$ cat src/rtl/inst_fetch.sv
// Instruction fetch stage: owns the PC, fetches through the memory controller and
// strobes {pc, inst} into IF/ID. Define ICACHE_EN to add a direct-mapped I-cache.
//
// state | meaning
// IDLE  | ready to start a fetch (or serve a cache hit)
// WAIT  | request outstanding, waiting for memDone_in
// HOLD  | word received while stalled, held until the stall releases
module inst_fetch #(
    parameter logic [31:0] RESET_PC     = 32'h0,
    parameter int          ICACHE_LINES = 128
) (
    input  logic        clk_in,
    input  logic        rst_in,
    input  logic [5:0]  stall_in,
    input  logic        pcJump_in,
    input  logic [31:0] pcTarget_in,
    output logic        memReq_out,
    output logic [31:0] memAddr_out,
    input  logic        memDone_in,
    input  logic [31:0] memInst_in,
    output logic        instE_out,
    output logic [31:0] pc_out,
    output logic [31:0] inst_out,
    output logic        stallReq_out
);

    typedef enum logic [1:0] {IDLE, WAIT, HOLD} state_t;

    state_t      state;
    logic [31:0] pc;
    logic [31:0] held;
    logic        flush;
    logic [31:0] target;
    logic [31:0] pc_next;
    logic        stalled;
    logic        hit;
    logic [31:0] hit_data;
    logic        unused_bits;

    assign target       = {pcTarget_in[31:2], 2'b00};
    assign pc_next      = pc + 32'd4;
    assign stalled      = stall_in[0];
    assign stallReq_out = (state == WAIT);
    assign unused_bits  = ^{stall_in[5:1], pcTarget_in[1:0]};

`ifdef ICACHE_EN
    localparam int IDX_W = $clog2(ICACHE_LINES);
    localparam int TAG_W = 30 - IDX_W;

    logic [ICACHE_LINES-1:0] line_valid;
    logic [TAG_W-1:0]        line_tag  [ICACHE_LINES];
    logic [31:0]             line_data [ICACHE_LINES];
    logic [IDX_W-1:0]        pc_idx;
    logic [TAG_W-1:0]        pc_tag;
    logic [IDX_W-1:0]        fill_idx;
    logic                    fill;

    assign pc_idx   = pc[IDX_W+1:2];
    assign pc_tag   = pc[31:IDX_W+2];
    assign fill_idx = memAddr_out[IDX_W+1:2];
    // Every returned word fills its line, even one that is about to be discarded.
    assign fill     = (state == WAIT) && memDone_in;
    assign hit      = line_valid[pc_idx] && (line_tag[pc_idx] == pc_tag);
    assign hit_data = line_data[pc_idx];

    always_ff @(posedge clk_in or posedge rst_in) begin
        if (rst_in) begin
            line_valid <= '0;
        end else if (fill) begin
            line_valid[fill_idx] <= 1'b1;
        end
    end

    always_ff @(posedge clk_in) begin
        if (fill) begin
            line_tag[fill_idx]  <= memAddr_out[31:IDX_W+2];
            line_data[fill_idx] <= memInst_in;
        end
    end
`else
    localparam int unused_lines = ICACHE_LINES;

    assign hit      = 1'b0;
    assign hit_data = 32'h0;
`endif

    always_ff @(posedge clk_in or posedge rst_in) begin
        if (rst_in) begin
            state       <= IDLE;
            pc          <= RESET_PC;
            held        <= 32'h0;
            flush       <= 1'b0;
            memReq_out  <= 1'b0;
            memAddr_out <= 32'h0;
            instE_out   <= 1'b0;
            pc_out      <= 32'h0;
            inst_out    <= 32'h0;
        end else begin
            instE_out <= 1'b0;
            case (state)
                IDLE: begin
                    if (pcJump_in) begin
                        pc <= target;
                    end else if (!stalled) begin
                        if (hit) begin
                            instE_out <= 1'b1;
                            pc_out    <= pc;
                            inst_out  <= hit_data;
                            pc        <= pc_next;
                        end else begin
                            memReq_out  <= 1'b1;
                            memAddr_out <= pc;
                            state       <= WAIT;
                        end
                    end
                end
                WAIT: begin
                    if (pcJump_in) begin
                        pc <= target;
                    end
                    if (memDone_in) begin
                        memReq_out <= 1'b0;
                        state      <= IDLE;
                        if (flush || pcJump_in) begin
                            flush <= 1'b0;
                        end else if (stalled) begin
                            held  <= memInst_in;
                            state <= HOLD;
                        end else begin
                            instE_out <= 1'b1;
                            pc_out    <= pc;
                            inst_out  <= memInst_in;
                            pc        <= pc_next;
                        end
                    end else if (pcJump_in) begin
                        flush <= 1'b1;
                    end
                end
                HOLD: begin
                    if (pcJump_in) begin
                        pc    <= target;
                        state <= IDLE;
                    end else if (!stalled) begin
                        instE_out <= 1'b1;
                        pc_out    <= pc;
                        inst_out  <= held;
                        pc        <= pc_next;
                        state     <= IDLE;
                    end
                end
                default: state <= IDLE;
            endcase
        end
    end

endmodule

$ cat config.mk
export PLATFORM = sky130hd
export DESIGN_NAME = inst_fetch
export DESIGN_NICKNAME = d
export VERILOG_FILES = /design/src/rtl/inst_fetch.sv
export SDC_FILE = /design/constraint.sdc
export NUM_CORES = 1
export LEC_CHECK = 0
export CAP_MARGIN = 10
export CORE_MARGIN = 4
export CORE_UTILIZATION = 40
export DETAILED_ROUTE_END_ITERATION = 10
export GPL_TIMING_DRIVEN = 0
export PLACE_DENSITY = 0.71
export SLEW_MARGIN = 20
export SYNTH_ARGS = -nofsm -noshare
export SYNTH_HDL_FRONTEND = slang
export SYNTH_SLANG_ARGS = --single-unit
$ cat constraint.sdc
create_clock -name clk_in -period 9.82 [get_ports clk_in]
set_clock_uncertainty 0.05 [all_clocks]
set_input_delay 1.964 -clock clk_in [delete_from_list [all_inputs] [get_ports clk_in]]
set_output_delay 1.964 -clock clk_in [all_outputs]
set_load 0.05 [all_outputs]
### After elaboration in Yosys (flattened, before gate mapping)

Index checks and enable logic that the tools add are counted.
W data, S select, Z words.

* register bits: 165
* bits in latches: 0
* RAM bits: 0
* ROM bits: 0
* input port bits: 74
* output and inout bits: 99
* logic and storage cells: 76
* memories kept: 0

* add/subtract/negate cells: 1
* multipliers: 0
* divide/modulo/power cells: 0
* $lt $le $gt $ge: 0
* equal/unequal tests: 11
* shifts and indexed selects: 0
* multiplexer cells: 38
* bitwise operators: 3
* reduce and logical (&&, ||, !) cells: 14

Operator list (number)
* $mux W32: 15
* $pmux W32 S2: 2
* $pmux W32 S3: 1
* $add A32 B3 Y32 const B: 1
* $reduce_and A4 Y1: 4
* $mux W2: 7
* $ne A2 B2 Y1 const B: 7
* $mux W1: 10
* $pmux W2 S3: 1
* $reduce_and A3 Y1: 2
* $reduce_and A6 Y1: 1
* $reduce_bool A2 Y1: 3
* $pmux W1 S2: 2
* $ne A3 B3 Y1 const B: 1
* $not A1 Y1: 3
* $reduce_bool A3 Y1: 1
* $eq A2 B1 Y1 const B: 1
* $eq A2 B2 Y1 const B: 1
* $logic_not A2 Y1: 1
* $ne A2 B1 Y1 const B: 1
* $reduce_and A2 Y1: 1
* $logic_or A1 B1 Y1: 1

### Logic depth before layout (Yosys ltp)

Gate-level depths: netlist of run 1.

* depth in word-level cells: 5
* mapped depth: 10
* mapped depth without buffers: 7

### Least setup slack after synthesis of run 1

Ideal clock, no wire load.

* path type: input to register
* start: in stall_in[0]
* end: reg pc[17]
* setup time: 0.069 ns
* arrival: 3.284 ns
* required time: 9.701 ns
* setup slack: 6.417 ns
* cell stages on the path: 6
* path buffers: 1
* path through: buf_2 -> and4bb_4 -> o21a_4 -> nand3_2 -> or4_1 -> nand3_1

* longest elaborated chain between the ends: 4
* elaborated cells between the ends (all ways): 6
* those cells by class: eq/ne: 1; mux: 4; reduce/logical: 1

RTL lines
* start, declared: line 14 `input logic [5:0] stall_in,`
* $mux W32: line 126 `end else if (stalled) begin`
* $mux W32: line 124 `if (flush || pcJump_in) begin`
* $mux W32: line 121 `if (memDone_in) begin`
* $pmux W32 S3: line 100 `case (state)`
* end signal, assigned: line 103 `pc <= target;`
* end signal, assigned: line 119 `pc <= target;`
* end signal, assigned: line 133 `pc <= pc_next;`
* end, declared: line 30 `logic [31:0] pc;`

Several ways; a longest one is shown, not always the timed one.
A chain may end at the register's enable or synchronous reset.

### Worst setup path after layout of run 1

* start: reg state[1]
* end: out stallReq_out

* longest elaborated chain between the ends: 1

RTL lines
* start, declared: line 29 `state_t state;`
* start signal, assigned: line 89 `state <= IDLE;`
* start signal, assigned: line 113 `state <= WAIT;`
* start signal, assigned: line 123 `state <= IDLE;`
* $eq A2 B1 Y1: line 43 `assign stallReq_out = (state == WAIT);`
* end, declared: line 24 `output logic stallReq_out`

No other way between the ends.

==> results.py, run 1 <==
metrics = {
    "grt": {
        "overflow": 0,
        "antenna_found_initial": 2,
        "grt_usage": 0.203,
        "grt_pass1_vias": 6468,
        "grt_pass1_wl_mm": 35.3,
        "grt_max_degree": 102,
    },
    "yosys": {
        "synthFlopType": "dfrtp_1",
        "synth_nets": 764,
        "synth.avg_cell_area_um2": 11.5,
        "yosys_warnings": 0,
        "synth_edf_count": 0,
        "synth_cells": 685,
        "synthTopCellsByArea": "dfrtp_1 52%, mux2_2 14%, mux2i_1 4.6%",
        "ys_types": 65,
        "synth_top_area_cell": "dfrtp_1",
        "synthMostInstantiatedCell": "dfrtp_1",
        "ys_seq_area_frac": 0.524,
        "synth-async-reset-ratio": 1.00,
        "synth-seq-cells": 165,
        "synth_top_area_share": 0.524,
        "synthTopCellsByCount": "165 x dfrtp_1, 98 x mux2_2, 53 x a21oi_1",
        "syn-cell-area_mm2": 0.00788,
    },
    "status": {
        "outcome": "finished, final reports clean",
    },
    "clocking": {
        "clock_latency_ns": 0.43,
        "clock_sinks": 165,
        "post_cts_buffers": 0,
        "hold_buffers": 0,
        "cts_resized": 0,
        "cts.htree.levels": 4,
        "cts_max_path_buffers": 2,
        "cts_root_buf": "clkbuf_16",
        "cts_tree": "done",
        "clk_pin_slew_ns": 0.07,
        "numCtsBuffers": 17,
    },
    "drt": {
        "wl_per_cell_um": 18.9,
        "vias": 6289,
        "drtIter0Drc": 425,
        "ant_nets": 0,
        "wirelength_mm": 21.7,
        "vias_per_cell": 5.47,
        "drc": 0,
        "drt_first_pass_iters": 6,
    },
    "sta": {
        "max_freq_mhz": 248,
        "finalCritPeriodShare": 0.411,
        "drv_slew": 0,
        "setup_tns_ns": 0,
        "period_minus_slack_ns": 4.04,
        "worst_slew_pin_slew_ns": 0.831,
        "max-slew-margin-rel": 0.444,
        "setup_viol": 0,
        "setup_ws_ns": 5.78,
        "whs_ns": 0.441,
        "final_hold_viol_count": 0,
        "rsz0062_at_grt": "no",
    },
    "worst_setup_path": {
        "critical_path_peak_fanout": 4,
        "cp-end-kind": "output pin",
        "crit_type": "reg -> out",
        "worst_setup_path_start_kind": "flop",
        "arrival_ns": 2.02,
        "crit_required_ns": 7.81,
    },
    "floorplan": {
        "io_pins": 173,
        "start_util": 0.406,
        "core_mm2": 0.0194,
        "dieArea_mm2": 0.0220,
        "dieWidth_um": 148,
        "rows": 51,
        "die_y_um": 148,
    },
    "place": {
        "dp.cells": 1115,
        "hpwl_mm": 15.3,
        "port_buffers": 164,
        "post-place-ws_ns": 5.44,
        "place.gp.congestion": 0.869,
    },
    "worst_hold_path": {
        "hold_class": "reg -> reg",
    },
    "cells_and_area": {
        "nets": 948,
        "instances_no_fill": 1149,
        "syn_to_final_growth_pct": 33.0,
        "drive_above_1_share": 0.198,
    },
    "pwr": {
        "power_density_mw_per_mm2": 353,
        "combPwrFrac": 0.495,
        "pwr-share-seq": 0.324,
        "switching_share": 0.444,
        "fin_total_pwr_w": 0.00369,
        "ir_worst_vdd_uv": 189,
        "pwr-share-clk": 0.182,
        "p_int_w": 0.00205,
        "p_sw_w": 0.00164,
        "leakagePower_nw": 4.37,
    },
    "flow_run": {
        "drv_cap": 0,
    },
}
-- logic make-up (layout without fill, tap and decap cells) --
family / count (synthesis) / after routing / share of synthesized area
buffers and inverters: 59 / 256 / 0.0342
multiplexers: 136 / 136 / 0.189
flip-flops: 165 / 165 / 0.524
AND/OR/NAND/NOR: 161 / 161 / 0.112
other: 0 / 2 / 0
AO/OA/AOI/OAI: 155 / 155 / 0.129
adder cells (fa/ha/maj): 5 / 5 / 0.00794
XOR/XNOR: 4 / 4 / 0.00445
-- placed cells by master, fill, tap and decap left out, drive strengths merged, types with 6 or more instances in the layout --
master / instances
nand3: 24
o22ai: 6
mux2i: 36
o21ai: 30
mux2: 100
nand4: 10
o211ai: 8
or3: 6
nand2: 31
a21oi: 53
a31oi: 6
clkdlybuf4s50: 164
nor2b: 6
nor3: 8
dfrtp: 165
buf: 34
nor2: 51
a22oi: 13
inv: 15
clkbuf: 37
-- per-layer routing --
layer / track usage / share of wire / vias up
met1: 0.272 / 0.43 / 3097
met4: 0.0684 / 0.027 / 2
met5: 0 / 0.00060 / -
met3: 0.0686 / 0.089 / 45
met2: 0.310 / 0.45 / 257
li1: - / - / 2888
-- power by group through the flow --
stage                     combinational, W  sequential [W]  clock (W)
after floorplan                   0.000650         0.00176          0
after detailed placement           0.00183         0.00121          0
final                              0.00183         0.00120   0.000670
after CTS                          0.00183         0.00120   0.000686
after global routing               0.00194         0.00124   0.000715
after global placement             0.00180         0.00120          0
-- final timing paths --
kind,cells after the start,end,from,slack (ns)
worst max-delay path,3,stallReq_out,state[1],5.78
worst min-delay path,1,held[25],held[25],0.44
worst max register to register,9,pc[26],state[1],7.21
worst min register to register,1,held[25],held[25],0.44
max in group asynchronous,3,memReq_out,rst_in,6.95
min in group asynchronous,2,pc_out[27],rst_in,1.92
-- critical path: stages, from the launching register on --
cell,delay [ns]
dfrtp_1,0.41
inv_1,0.10
ha_1,0.21
clkdlybuf4s50_1,0.87
-- flip-flops by register name, summed over array words and instances, names as in the netlist --
signal and flops:
held 32, inst_out 32, memAddr_out 32, pc 32
pc_out 32, state 2, flush 1, instE_out 1
memReq_out 1
-- stage by stage --
stage | area, um^2 | util
floorplan | 7880 | -
global placement | 9850 | 0.508
detailed placement | 9880 | 0.510
CTS | 10500 | 0.540
global route | 10500 | 0.540
finish | 10500 | 0.540
-- final cells by class --
cell class / instances / area (um^2)
antenna: 2 / 5.00
clock inverter: 9 / 118
multi-input combinational: 461 / 3480
timing repair buffer: 165 / 1670
buffer: 47 / 224
clock buffer: 23 / 468
tap: 265 / 332
fill: 1791 / 8920
sequential: 165 / 4130
inverter: 12 / 52.6
No activity file was read; power rests on OpenSTA's default activity.
==> inputs of run 2 (changes only) <==
- clock period: 9.82 -> 4.1 ns (I/O delays scaled with it)
==> results.py, run 2 (synthesized netlist as in run 1, its figures left out) <==
metrics = {
    "worst_setup_path": {
        "worst_setup_path_start_kind": "flop",
        "r2r_end": "pc[18]",
        "cpPeakStageDelay_ns": 0.88,
        "cp-end-kind": "output pin",
        "regToRegSetupSlack_ns": 1.50,
        "critical_path_peak_fanout": 4,
        "path_cells": "inv_1 > ha_1 > clkdlybuf4s50_1",
        "arrival_ns": 2.03,
        "cp_slowest_cell": "clkdlybuf4s50_1",
        "r2r-start": "state[0]",
        "crit_type": "reg -> out",
        "reg2regPathDepth": 10,
        "crit_required_ns": 3.23,
    },
    "clocking": {
        "numCtsBuffers": 17,
        "clk_pin_slew_ns": 0.06,
        "cts_resized": 0,
        "cts_max_path_buffers": 2,
        "cts_root_buf": "clkbuf_16",
        "clock_sinks": 165,
        "clock_latency_ns": 0.42,
        "cts.htree.levels": 4,
        "post_cts_buffers": 0,
        "hold_buffers": 0,
        "cts_tree": "done",
    },
    "sta": {
        "max-slew-margin-rel": 0.425,
        "final_hold_viol_count": 0,
        "drv_slew": 0,
        "setup_viol": 0,
        "finalCritPeriodShare": 0.707,
        "worst_slew_pin_slew_ns": 0.860,
        "rsz0062_at_grt": "no",
        "max_freq_mhz": 345,
        "period_minus_slack_ns": 2.90,
    },
    "place": {
        "place_area_mm2": 0.00995,
        "dp.cells": 1119,
        "port_buffers": 164,
        "hpwl_mm": 15.7,
        "place.gp.congestion": 0.889,
    },
    "worst_hold_path": {
        "holdPathEnd": "memReq_out",
        "hp-start": "memReq_out",
        "hold_path_depth": 2,
        "hold_class": "reg -> reg",
    },
    "cells_and_area": {
        "final_design_area_no_fill_mm2": 0.0106,
        "instances_no_fill": 1151,
        "drive_above_1_share": 0.205,
        "num-fill-cells": 1741,
        "syn_to_final_growth_pct": 34.4,
        "mostFrequentLayoutCells": "165 x dfrtp_1, 164 x clkdlybuf4s50_1, 98 x mux2_2",
        "fin_util": 0.546,
        "final_common_cell": "dfrtp_1",
        "nets": 952,
    },
    "grt": {
        "grt_max_degree": 35,
        "antenna_found_initial": 0,
        "grt_pass1_vias": 6380,
        "grt_pass1_wl_mm": 34.9,
        "grt_usage": 0.201,
        "overflow": 0,
    },
    "drt": {
        "vias": 6268,
        "drtIter0Drc": 424,
        "drt_first_pass_iters": 5,
        "drc": 0,
        "vias_per_cell": 5.45,
        "wirelength_mm": 21.7,
        "wl_per_cell_um": 18.9,
        "ant_nets": 0,
    },
    "pwr": {
        "pwr-share-seq": 0.320,
        "fin_total_pwr_w": 0.00896,
        "pwr-share-clk": 0.191,
        "switching_share": 0.438,
        "leakagePower_nw": 4.43,
        "p_int_w": 0.00504,
        "combPwrFrac": 0.489,
        "ir_worst_vdd_uv": 540,
        "power_density_mw_per_mm2": 846,
        "p_sw_w": 0.00392,
    },
    "floorplan": {
        "dieWidth_um": 148,
        "io_pins": 173,
        "dieArea_mm2": 0.0220,
        "start_util": 0.406,
        "rows": 51,
        "die_y_um": 148,
        "core_mm2": 0.0194,
    },
    "status": {
        "outcome": "finished, final reports clean",
    },
    "flow_run": {
        "drv_cap": 0,
    },
}
==> run 2: worst max-delay path by stage <==
stage	startpoint	to	slack, ns	cells after the start
2_1_floorplan	rst_in	flush	1.13	1
3_3_place_gp	rst_in	pc_out[3]	-0.34	2
3_5_place_dp	memDone_in	inst_out[17]	0.85	8
4_1_cts	state[1]	stallReq_out	1.20	3
5_1_grt	state[1]	stallReq_out	1.11	3
6_report	state[1]	stallReq_out	1.20	3
==> run 2: power groups by stage <==
stage / Combinational [W] / Sequential [W] / Clock, W
4_1_cts: 0.00440 / 0.00287 / 0.00174
6_report: 0.00438 / 0.00287 / 0.00171
2_1_floorplan: 0.00156 / 0.00423 / 0
3_3_place_gp: 0.00431 / 0.00287 / 0
5_1_grt: 0.00465 / 0.00298 / 0.00181
3_5_place_dp: 0.00439 / 0.00289 / 0
==> run 2: layout make-up <==
| type | instances | area (um^2) | area share |
|---|---|---|---|
| Sequential cell | 165 | 4130 | 0.390 |
| Timing Repair Buffer | 169 | 1740 | 0.164 |
| Tap cell | 265 | 332 | 0.0313 |
| Buffer | 47 | 224 | 0.0212 |
| Multi-Input combinational cell | 461 | 3480 | 0.329 |
| Inverter | 12 | 48.8 | 0.00461 |
| Clock inverter | 11 | 175 | 0.0165 |
| Antenna cell | 1 | 2.50 | 0.000236 |
| Clock buffer | 20 | 457 | 0.0431 |
==> run 2: worst max-delay path, delay by kind of cell, from the launching register on <==
kind	cells	cell delay [ns]
adder cells (fa/ha/maj)	1	0.21
buffers and inverters	2	0.98
flip-flops	1	0.41
==> run 2: metrics by stage <==
| step | worst slack, ns | setup TNS, ns | hold slack (ns) |
|---|---|---|---|
| after floorplan | 1.13 | 0 | 0.408 |
| after global placement | -0.337 | -53.91 | 0.418 |
| after detailed placement | 0.847 | 0 | 0.426 |
| after CTS | 1.20 | 0 | 0.444 |
| after global routing | 1.11 | 0 | 0.465 |
| final | 1.20 | 0 | 0.437 |
==> run 2: metal layers <==
layer,up-vias,wire length (um),global-route usage
met2,251,10200,0.318
met3,28,2080,0.0710
met5,-,0,0
met1,3105,9160,0.264
met4,0,314,0.0527
li1,2884,-,-
==> inputs of run 3 (changes only) <==
- PLACE_DENSITY: 0.71 -> 0.73
- clock period: 4.1 -> 2.56 ns (I/O delays scaled with it)
==> results.py, run 3 (synthesized netlist as in run 1, its figures left out) <==
metrics = {
    "worst_setup_path": {
        "cp-end-kind": "flop",
        "worst_setup_path_start_kind": "flop",
        "arrival_ns": 2.67,
        "crit_required_ns": 2.82,
        "critical_path_peak_fanout": 10,
        "crit_type": "reg -> reg",
    },
    "drt": {
        "vias_per_cell": 5.46,
        "wl_per_cell_um": 19.0,
        "drc": 0,
        "drtIter0Drc": 400,
        "wirelength_mm": 21.9,
        "drt_first_pass_iters": 5,
        "vias": 6303,
        "ant_nets": 0,
    },
    "grt": {
        "overflow": 0,
        "grt_pass1_wl_mm": 35.8,
        "antenna_found_initial": 2,
        "grt_pass1_vias": 6556,
        "grt_usage": 0.206,
        "grt_max_degree": 35,
    },
    "sta": {
        "drv_slew": 0,
        "max-slew-margin-rel": 0.475,
        "worst_slew_pin_slew_ns": 0.788,
        "whs_ns": 0.408,
        "period_minus_slack_ns": 2.41,
        "rsz0062_at_grt": "yes",
        "final_hold_viol_count": 0,
        "setup_viol": 0,
        "finalCritPeriodShare": 0.940,
        "max_freq_mhz": 416,
    },
    "clocking": {
        "clk_pin_slew_ns": 0.07,
        "cts_max_path_buffers": 2,
        "numCtsBuffers": 17,
        "cts_root_buf": "clkbuf_16",
        "clock_latency_ns": 0.42,
        "clock_sinks": 165,
        "cts.htree.levels": 4,
        "cts_tree": "done",
    },
    "cells_and_area": {
        "num-fill-cells": 1737,
        "multi_input_area_mm2": 0.00351,
        "final_design_area_no_fill_mm2": 0.0106,
        "final_common_cell": "dfrtp_1",
        "mostFrequentLayoutCells": "165 x dfrtp_1, 163 x clkdlybuf4s50_1, 98 x mux2_2",
        "drive_above_1_share": 0.213,
        "fin_util": 0.548,
        "syn_to_final_growth_pct": 34.9,
        "ff_latch_area_mm2": 0.00413,
        "nets": 954,
    },
    "floorplan": {
        "core_mm2": 0.0194,
        "dieArea_mm2": 0.0220,
        "dieWidth_um": 148,
        "rows": 51,
        "die_y_um": 148,
        "start_util": 0.406,
        "io_pins": 173,
    },
    "place": {
        "place_area_mm2": 0.00995,
        "port_buffers": 164,
        "place.gp.congestion": 0.853,
        "hpwl_mm": 15.8,
    },
    "status": {
        "outcome": "finished, final reports clean",
    },
    "flow_run": {
        "drv_cap": 0,
    },
    "pwr": {
        "leakagePower_nw": 4.43,
        "ir_worst_vdd_uv": 747,
        "power_density_mw_per_mm2": 1350,
    },
    "worst_hold_path": {
        "hold_class": "in -> async",
    },
}
## run 3: cell count changes in the layout (fill, tap and decap cells not counted), moves of 2 or more
cell	before	now
nor2_2	0	2
nor2_1	51	48
inv_6	0	2
buf_4	3	5
clkbuf_2	0	2
clkinvlp_4	2	4
clkbuf_1	15	13
## run 3: through the flow
step                cells  setup slack (ns)  total power, W  TNS [ns]
floorplan             685            -0.101         0.00926    -16.63
global placement     1114             -1.57          0.0115   -293.53
detailed placement   1119            -0.394          0.0117    -40.94
CTS                  1151            0.0264          0.0144         0
global route         1154          -0.00161          0.0152  -0.00161
finish               1154             0.153          0.0144         0
## run 3: final timing paths
kind                          start               to  slack [ns]  cells after the start
min in group clk_in        held[26]         held[26]        0.44                      1
min                          rst_in     inst_out[16]        0.41                      2
max reg2reg                state[1]            pc[8]        0.15                      9
min reg2reg                held[26]         held[26]        0.44                      1
max                        state[1]            pc[8]        0.15                      9
max in group asynchronous    rst_in  memAddr_out[11]        1.09                      5
## run 3: where the power goes
| group | switching, W | internal [W] | total, W |
|---|---|---|---|
| combinational | 0.00443 | 0.00265 | 0.00708 |
| sequential | 0.000844 | 0.00375 | 0.00459 |
| clock | 0.00111 | 0.00158 | 0.00268 |
| total | 0.00638 | 0.00798 | 0.0144 |
## run 3: metal layers
metal	up-vias	GRT usage	wire length, um
met4	2	0.0568	396
li1	2895	-	-
met3	29	0.0777	2170
met1	3121	0.261	8980
met5	-	0	13
met2	256	0.334	10400
## run 3: layout make-up
type	instances	area share
Antenna cell	1	0.000236
Buffer	47	0.0215
Clock buffer	19	0.0417
Clock inverter	13	0.0163
Inverter	12	0.00459
Multi-Input combinational cell	461	0.331
Sequential cell	165	0.389
Tap cell	265	0.0312
Timing Repair Buffer	171	0.165
## run 3: what timing repair did
item,CTS,global route
resized for setup,1,12
pin swaps,1,1
buffers inserted,0,2
endpoints found under the setup margin,5,80
hold buffers,0,0
## run 3: critical path: stages, from the launching register on
cell and delay, ns:
dfrtp_1 0.39, inv_1 0.08, ha_1 0.27, buf_4 0.17, nor2b_1 0.32, a311oi_4 0.09
nand2b_1 0.17, buf_4 0.20, a221o_1 0.36, a41o_1 0.20
